## src/rtl/watch_ctrl_pkg.sv

```systemverilog
`default_nettype none
// ============================================================================
// Module   : watch_ctrl_pkg
// Purpose  : Shared definitions for the watch front-panel controller and the
//            display mux: mode codes, button indices, control FSM state
//            encoding and a mode-advance helper.
// Ports    : none (package)
// Revision : 1.0 - initial release
// ============================================================================
package watch_ctrl_pkg;

  localparam logic [2:0] MODE_WATCH     = 3'd0;
  localparam logic [2:0] MODE_STOPWATCH = 3'd1;
  localparam logic [2:0] MODE_ALARM     = 3'd2;
  localparam logic [2:0] MODE_DAY       = 3'd3;
  localparam int         NUM_MODES      = 4;

  // Bit positions of the four buttons inside the packed button vectors.
  localparam int BTN_MODE = 0;
  localparam int BTN_SET  = 1;
  localparam int BTN_NEXT = 2;
  localparam int BTN_UP   = 3;
  localparam int NUM_BTNS = 4;

  typedef enum logic [0:0] {
    ST_RUN  = 1'b0,
    ST_EDIT = 1'b1
  } ctrl_state_t;

  // Cycle watch -> stopwatch -> alarm -> day -> watch.
  function automatic logic [2:0] next_mode(input logic [2:0] m);
    if (m >= 3'(NUM_MODES - 1)) begin
      return MODE_WATCH;
    end
    return m + 3'd1;
  endfunction

endpackage
`default_nettype wire

```

## src/rtl/btn_debounce.sv

```systemverilog
`default_nettype none
// ============================================================================
// Module   : btn_debounce
// Purpose  : One push-button channel: 2-flop synchronizer, debounce counter
//            and a 1-cycle press pulse on an accepted 0->1 level change.
// Ports    : clk      in  system clock
//            reset    in  asynchronous active-high reset
//            i_btn    in  raw asynchronous button level (1 = pressed)
//            o_press  out registered 1-cycle pulse per accepted press
// Revision : 1.0 - initial release
// ============================================================================
module btn_debounce #(
  parameter int DEBOUNCE_CYC = 4
) (
  input  logic clk,
  input  logic reset,
  input  logic i_btn,
  output logic o_press
);

  localparam int CW = (DEBOUNCE_CYC > 1) ? $clog2(DEBOUNCE_CYC) : 1;

  logic          r_sync1;
  logic          r_sync2;
  logic          r_level;
  logic          r_press;
  logic [CW-1:0] r_cnt;

  // Everything resets to "pressed" so a button held through reset is treated
  // as already down and must be released before it can produce a press.
  always_ff @(posedge clk or posedge reset) begin
    if (reset) begin
      r_sync1 <= 1'b1;
      r_sync2 <= 1'b1;
      r_level <= 1'b1;
      r_press <= 1'b0;
      r_cnt   <= '0;
    end else begin
      r_sync1 <= i_btn;
      r_sync2 <= r_sync1;
      r_press <= 1'b0;
      if (r_sync2 == r_level) begin
        r_cnt <= '0;
      end else if (r_cnt == CW'(DEBOUNCE_CYC - 1)) begin
        // This is the DEBOUNCE_CYC-th consecutive differing sample.
        r_level <= r_sync2;
        r_press <= r_sync2;
        r_cnt   <= '0;
      end else begin
        r_cnt <= r_cnt + CW'(1);
      end
    end
  end

  assign o_press = r_press;

endmodule
`default_nettype wire

```

## src/rtl/watch_mode_sequencer.sv

```systemverilog
`default_nettype none
// ============================================================================
// Module   : watch_mode_sequencer
// Purpose  : Front-panel controller: debounces four buttons, cycles display
//            mode and runs the digit edit session (cursor, strobes, blink).
// Ports    : clk            in   system clock
//            reset          in   asynchronous active-high reset
//            btn_mode/set/next/up in raw button levels (1 = pressed)
//            mode[2:0]      out  displayed mode (0 watch .. 3 day)
//            edit_active    out  edit session open
//            cursor[1:0]    out  edited digit (3 = leftmost)
//            inc_strobe     out  increment digit [cursor] of datapath [mode]
//            commit_strobe  out  load edited value into datapath [mode]
//            cancel_strobe  out  discard edited value
//            blank[3:0]     out  per-digit blank mask
// Revision : 1.0 - initial release
// ============================================================================
module watch_mode_sequencer
  import watch_ctrl_pkg::*;
#(
  parameter int DEBOUNCE_CYC = 4,
  parameter int BLINK_HALF   = 8,
  parameter int IDLE_TIMEOUT = 64
) (
  input  logic       clk,
  input  logic       reset,
  input  logic       btn_mode,
  input  logic       btn_set,
  input  logic       btn_next,
  input  logic       btn_up,
  output logic [2:0] mode,
  output logic       edit_active,
  output logic [1:0] cursor,
  output logic       inc_strobe,
  output logic       commit_strobe,
  output logic       cancel_strobe,
  output logic [3:0] blank
);

  localparam int IW = $clog2(IDLE_TIMEOUT + 1);
  localparam int BW = (BLINK_HALF > 1) ? $clog2(BLINK_HALF) : 1;

  logic [NUM_BTNS-1:0] w_raw;
  logic [NUM_BTNS-1:0] w_press;

  assign w_raw = {btn_up, btn_next, btn_set, btn_mode};

  for (genvar g = 0; g < NUM_BTNS; g++) begin : g_btn
    btn_debounce #(
      .DEBOUNCE_CYC (DEBOUNCE_CYC)
    ) u_debounce (
      .clk     (clk),
      .reset   (reset),
      .i_btn   (w_raw[g]),
      .o_press (w_press[g])
    );
  end

  ctrl_state_t   r_state;
  logic [2:0]    r_mode;
  logic [1:0]    r_cursor;
  logic          r_inc;
  logic          r_commit;
  logic          r_cancel;
  logic [3:0]    r_blank;
  logic [IW-1:0] r_idle;
  logic [BW-1:0] r_bcnt;
  logic          r_phase;

  ctrl_state_t   w_state_n;
  logic [2:0]    w_mode_n;
  logic [1:0]    w_cursor_n;
  logic          w_inc_n;
  logic          w_commit_n;
  logic          w_cancel_n;
  logic [3:0]    w_blank_n;
  logic [IW-1:0] w_idle_n;
  logic [BW-1:0] w_bcnt_n;
  logic          w_phase_n;
  logic          w_any_ev;

  assign w_any_ev = |w_press;

  always_comb begin
    w_state_n  = r_state;
    w_mode_n   = r_mode;
    w_cursor_n = r_cursor;
    w_inc_n    = 1'b0;
    w_commit_n = 1'b0;
    w_cancel_n = 1'b0;
    w_idle_n   = r_idle;
    w_bcnt_n   = r_bcnt;
    w_phase_n  = r_phase;

    case (r_state)
      ST_RUN: begin
        // Timers held at zero so EDIT always starts with a visible digit.
        w_idle_n   = '0;
        w_bcnt_n   = '0;
        w_phase_n  = 1'b0;
        w_cursor_n = 2'd3;
        if (w_press[BTN_MODE]) begin
          w_mode_n = next_mode(r_mode);
        end else if (w_press[BTN_SET] && (r_mode != MODE_STOPWATCH)) begin
          w_state_n = ST_EDIT;
        end
      end

      ST_EDIT: begin
        if (w_any_ev) begin
          w_idle_n  = '0;
          w_bcnt_n  = '0;
          w_phase_n = 1'b0;
        end else begin
          w_idle_n = (r_idle == IW'(IDLE_TIMEOUT)) ? r_idle : r_idle + IW'(1);
          if (r_bcnt == BW'(BLINK_HALF - 1)) begin
            w_bcnt_n  = '0;
            w_phase_n = ~r_phase;
          end else begin
            w_bcnt_n = r_bcnt + BW'(1);
          end
        end

        if (w_press[BTN_MODE]) begin
          w_cancel_n = 1'b1;
          w_state_n  = ST_RUN;
        end else if (w_press[BTN_SET]) begin
          w_commit_n = 1'b1;
          w_state_n  = ST_RUN;
        end else if (w_press[BTN_NEXT]) begin
          w_cursor_n = r_cursor - 2'd1;  // 0 wraps naturally to 3
        end else if (w_press[BTN_UP]) begin
          w_inc_n = 1'b1;
        end else if (r_idle == IW'(IDLE_TIMEOUT - 1)) begin
          // This idle cycle is the IDLE_TIMEOUT-th one in a row.
          w_cancel_n = 1'b1;
          w_state_n  = ST_RUN;
        end

        if (w_state_n == ST_RUN) begin
          w_cursor_n = 2'd3;
        end
      end

      default: begin
        w_state_n = ST_RUN;
      end
    endcase

    w_blank_n = (w_state_n == ST_EDIT) ? (4'(w_phase_n) << w_cursor_n) : 4'b0000;
  end

  always_ff @(posedge clk or posedge reset) begin
    if (reset) begin
      r_state  <= ST_RUN;
      r_mode   <= MODE_WATCH;
      r_cursor <= 2'd3;
      r_inc    <= 1'b0;
      r_commit <= 1'b0;
      r_cancel <= 1'b0;
      r_blank  <= 4'b0000;
      r_idle   <= '0;
      r_bcnt   <= '0;
      r_phase  <= 1'b0;
    end else begin
      r_state  <= w_state_n;
      r_mode   <= w_mode_n;
      r_cursor <= w_cursor_n;
      r_inc    <= w_inc_n;
      r_commit <= w_commit_n;
      r_cancel <= w_cancel_n;
      r_blank  <= w_blank_n;
      r_idle   <= w_idle_n;
      r_bcnt   <= w_bcnt_n;
      r_phase  <= w_phase_n;
    end
  end

  assign mode          = r_mode;
  assign edit_active   = (r_state == ST_EDIT);
  assign cursor        = r_cursor;
  assign inc_strobe    = r_inc;
  assign commit_strobe = r_commit;
  assign cancel_strobe = r_cancel;
  assign blank         = r_blank;

endmodule
`default_nettype wire

```

## config.mk

```make
export PLATFORM = sky130hd
export DESIGN_NAME = watch_mode_sequencer
export DESIGN_NICKNAME = d
export VERILOG_FILES = /design/src/rtl/watch_ctrl_pkg.sv /design/src/rtl/btn_debounce.sv /design/src/rtl/watch_mode_sequencer.sv
export SDC_FILE = /design/constraint.sdc
export NUM_CORES = 1
export LEC_CHECK = 0
export BUFFER_PORTS_ARGS = -buffer_cell sky130_fd_sc_hd__buf_4
export CORE_ASPECT_RATIO = 0.6
export CORE_MARGIN = 2
export CORE_UTILIZATION = 35
export DETAILED_ROUTE_END_ITERATION = 10
export GPL_TIMING_DRIVEN = 0
export MAX_ROUTING_LAYER = met4
export PLACE_DENSITY = 0.53
export SLEW_MARGIN = 0
export SYNTH_ARGS = -nofsm -noshare
export SYNTH_HDL_FRONTEND = slang
export SYNTH_SLANG_ARGS = --single-unit
```

## constraint.sdc

```tcl
create_clock -name clk -period 1.7 [get_ports clk]
set_input_delay 0.085 -clock clk [delete_from_list [all_inputs] [get_ports clk]]
set_output_delay 0.085 -clock clk [all_outputs]
set_load 0.03 [all_outputs]
```

==> results.json <==
{
  "run_status": "complete, no violations",
  "number_of_top_level_design_ports": 19,
  "maxSlewViolCount": 0,
  "clock.fmax_mhz": 595,
  "portion_of_synthesized_cell_area_occupied_by_the_leading_cell_type_pct": 43.5,
  "cts_htree_levels": 2,
  "clock_skew_ns": 0.00568,
  "antenna_cells": 0,
  "antenna_found_initial": 0,
  "grt_setup_unrepaired": "true",
  "post_synth_inst_count": 154,
  "pwr_density_cell_nw_per_um2": 1250,
  "first_iter_violations": 54,
  "gp_congestion": 0.777,
  "dp.cells": 242,
  "avgRoutedWirePerCell_um": 12.5,
  "synth_common_cells": "sky130_fd_sc_hd__dfrtp_1, sky130_fd_sc_hd__dfstp_2, sky130_fd_sc_hd__nor2_1",
  "critPathArrivalTime_ns": 1.91,
  "finalSetupViolCount": 0,
  "area_of_the_multi_input_gates_um2": 772,
  "cp-start-kind": "register",
  "net_count_of_the_mapped_netlist": 171,
  "port-buffer-count": 18,
  "synth_ff_type": "sky130_fd_sc_hd__dfrtp_1",
  "synth_top_cell_by_area": "sky130_fd_sc_hd__dfrtp_1",
  "yosysMostFrequentCell": "sky130_fd_sc_hd__dfrtp_1",
  "synth_seq_cells": 48,
  "route.detailed.vias_per_inst": 4.66,
  "root_buffer": "sky130_fd_sc_hd__clkbuf_8",
  "critical_path.max_fanout": 3,
  "total_half_perimeter_wirelength_after_legalization_and_detailed_placement_um": 2340,
  "die_h_um": 61.9,
  "synthTopCellsByArea": "sky130_fd_sc_hd__dfrtp_1, sky130_fd_sc_hd__dfstp_2, sky130_fd_sc_hd__ha_1",
  "required_time_of_the_worst_setup_path_ns": 1.93,
  "synth-warning-count": 0,
  "timing.reg2reg.worst_path_depth": 6,
  "grt_pass1_wl_um": 5460,
  "grt_max_degree": 27,
  "n_fill_cell": 500,
  "synth-async-reset-ratio_pct": 100,
  "grt_pass1_vias": 1180,
  "floorplan.rows": 21,
  "mean_cell_area_of_the_mapped_netlist_um2": 12.7,
  "floorplan.die_area_um2": 6220,
  "vdd_drop_max_uv": 409,
  "drv_cap": 0,
  "worst_path_class_setup": "register to register",
  "leakagePower_nw": 1.12,
  "proportion_of_layout_cells_with_a_drive_suffix_above_1_pct": 35.8,
  "synth_enable_flop_cells": 0,
  "ant_nets": 0,
  "netlist-cell-type-count": 34,
  "holdPathStages": 0,
  "nNetsFinal": 209,
  "numCtsBuffers": 5,
  "flow.area_growth_from_synthesis_pct": 26.8,
  "clk_transition_reported_paths_ns": 0.09,
  "tightest_slew_ns": 0.520,
  "min_path_type": "register to register",
  "cts_tree": "built",
  "seq_area_frac_synth_pct": 62.3,
  "syn_area_um2": 1960,
  "grt_util_all_layers_pct": 12.2,
  "period_needed_ns": 1.68,
  "initial_core_util_pct": 35.6,
  "insertion_delay_ns": 0.30,
  "finalNonFillerCells": 262,
  "clk_path_buf_depth": 2,
  "regArea_um2": 1220,
  "end_kind": "register",
  "die_w_um": 101,
  "finalHoldViolations": 0,
  "remaining_drc_errors": 0,
  "fin_tns_setup_ns": 0,
  "core_outline_area_um2": 5490,
  "count_of_vias_placed_by_the_detailed_router": 1220,
  "period_share_pct": 98.8,
  "clock-sinks": 48,
  "routed_wirelength_um": 3280,
  "grt_overflow_total": 0,
  "drt_pre_antenna_iters": 4,
  "maxSlewHeadroom_pct": 64.9
}
critical path, cell delays in order (launching register included):
cell	delay [ns]
sky130_fd_sc_hd__dfrtp_1	0.39
sky130_fd_sc_hd__ha_2	0.19
sky130_fd_sc_hd__ha_4	0.18
sky130_fd_sc_hd__xnor2_4	0.13
sky130_fd_sc_hd__nor2_1	0.09
sky130_fd_sc_hd__or4b_4	0.47
sky130_fd_sc_hd__nor3b_2	0.16
sequential cells by signal (all words and copies together) (netlist names):
name / flops
cancel_strobe: 1
r_phase: 1
blank: 4
g_btn.u_debounce.r_level: 4
cursor: 2
r_bcnt: 3
inc_strobe: 1
commit_strobe: 1
g_btn.u_debounce.o_press: 4
r_idle: 7
mode: 3
edit_active: 1
g_btn.u_debounce.r_sync1: 4
g_btn.u_debounce.r_cnt: 8
g_btn.u_debounce.r_sync2: 4
layout by cell type (no fill, tap or decap), drive strengths merged:
cell	instances
and3b	4
o31a	1
nand2b	3
dfstp	14
nand3	3
nand4bb	1
or4b	2
or3	1
nor2b	6
a21oi	5
dlygate4sd3	5
o41ai	1
nor3	9
buf	27
clkinv	2
o21ai	2
nand2	4
a22o	2
and3	1
mux2i	1
o31ai	1
xor2	2
xnor2	8
nor2	14
a211o	1
clkbuf	6
or3b	1
inv	10
ha	11
dfrtp	34
nor4	1
o21a	1
nor3b	3
mux2	4
or2	1
nand3b	1
kinds of logic (layout without fill, tap and decap cells):
group	after synthesis	in the layout	share of synthesized area [%]
flops	48	48	62.3
fa+ha+maj	11	11	7.04
simple gates	55	55	16.4
xor+xnor	10	10	4.48
mux	5	5	2.81
compound gates	14	14	4.80
buf+inv	11	50	2.11
path summary, 6_finish.rpt:
check                                                 startpoint                                     to  slack [ns]
max reg2reg                                  r_bcnt[0]$_DFF_PP0_                     blank[1]$_DFF_PP0_        0.02
min in group asynchronous                                  reset                    mode[1]$_DFFE_PP0P_        0.38
min reg2reg                g_btn[3].u_debounce.r_sync1$_DFF_PP1_  g_btn[3].u_debounce.r_sync2$_DFF_PP1_        0.36
max                                          r_bcnt[0]$_DFF_PP0_                     blank[1]$_DFF_PP0_        0.02
max in group asynchronous                                  reset                    cursor[1]$_DFF_PP1_        0.76
min                        g_btn[3].u_debounce.r_sync1$_DFF_PP1_  g_btn[3].u_debounce.r_sync2$_DFF_PP1_        0.36
power by group:
| part | internal, W | switching, W |
|---|---|---|
| Combinational | 0.000434 | 0.000406 |
| Clock | 0.000325 | 0.000370 |
| Sequential | 0.00139 | 0.000172 |
per-stage QoR:
step / setup slack, ns / hold WS [ns] / area (um2) / util (%) / power [W]
finish: 0.0199 / 0.359 / 2480 / 45.2 / 0.00310
global route: -0.0725 / 0.363 / 2480 / 45.2 / 0.00332
CTS: -0.0110 / 0.360 / 2410 / 43.9 / 0.00310
detailed placement: -0.0981 / 0.164 / 2200 / 40.1 / 0.00234
global placement: -0.0976 / 0.193 / 2180 / 39.6 / 0.00226
floorplan: 0.0247 / 0.0895 / 1960 / - / 0.00210
final cells by class:
class                   count  share of cell area, %
clock inverters             2                  0.404
multi-input cells          95                   31.1
plain buffers               1                  0.202
well taps                  69                   3.48
flip-flops and latches     48                   49.2
inverters                  10                   1.51
repair buffers             31                   10.7
clock buffers               6                   3.33
per-layer routing:
metal	track usage [%]	vias to the layer above	share of wire (%)
met5	-	-	0
met4	3.52	0	0.64
met3	4.14	3	5.6
met2	18.9	29	44
met1	15.6	589	49
li1	-	599	-
timing repair:
| item | CTS | global route |
|---|---|---|
| gates resized for setup | 11 | 8 |
| setup buffers | 2 | 5 |
| setup endpoints to repair | 9 | 13 |
| hold endpoints to repair | 20 | 0 |
| pin swaps | 3 | 2 |
| hold buffers | 5 | 0 |
(Power assumes the default switching activity.)
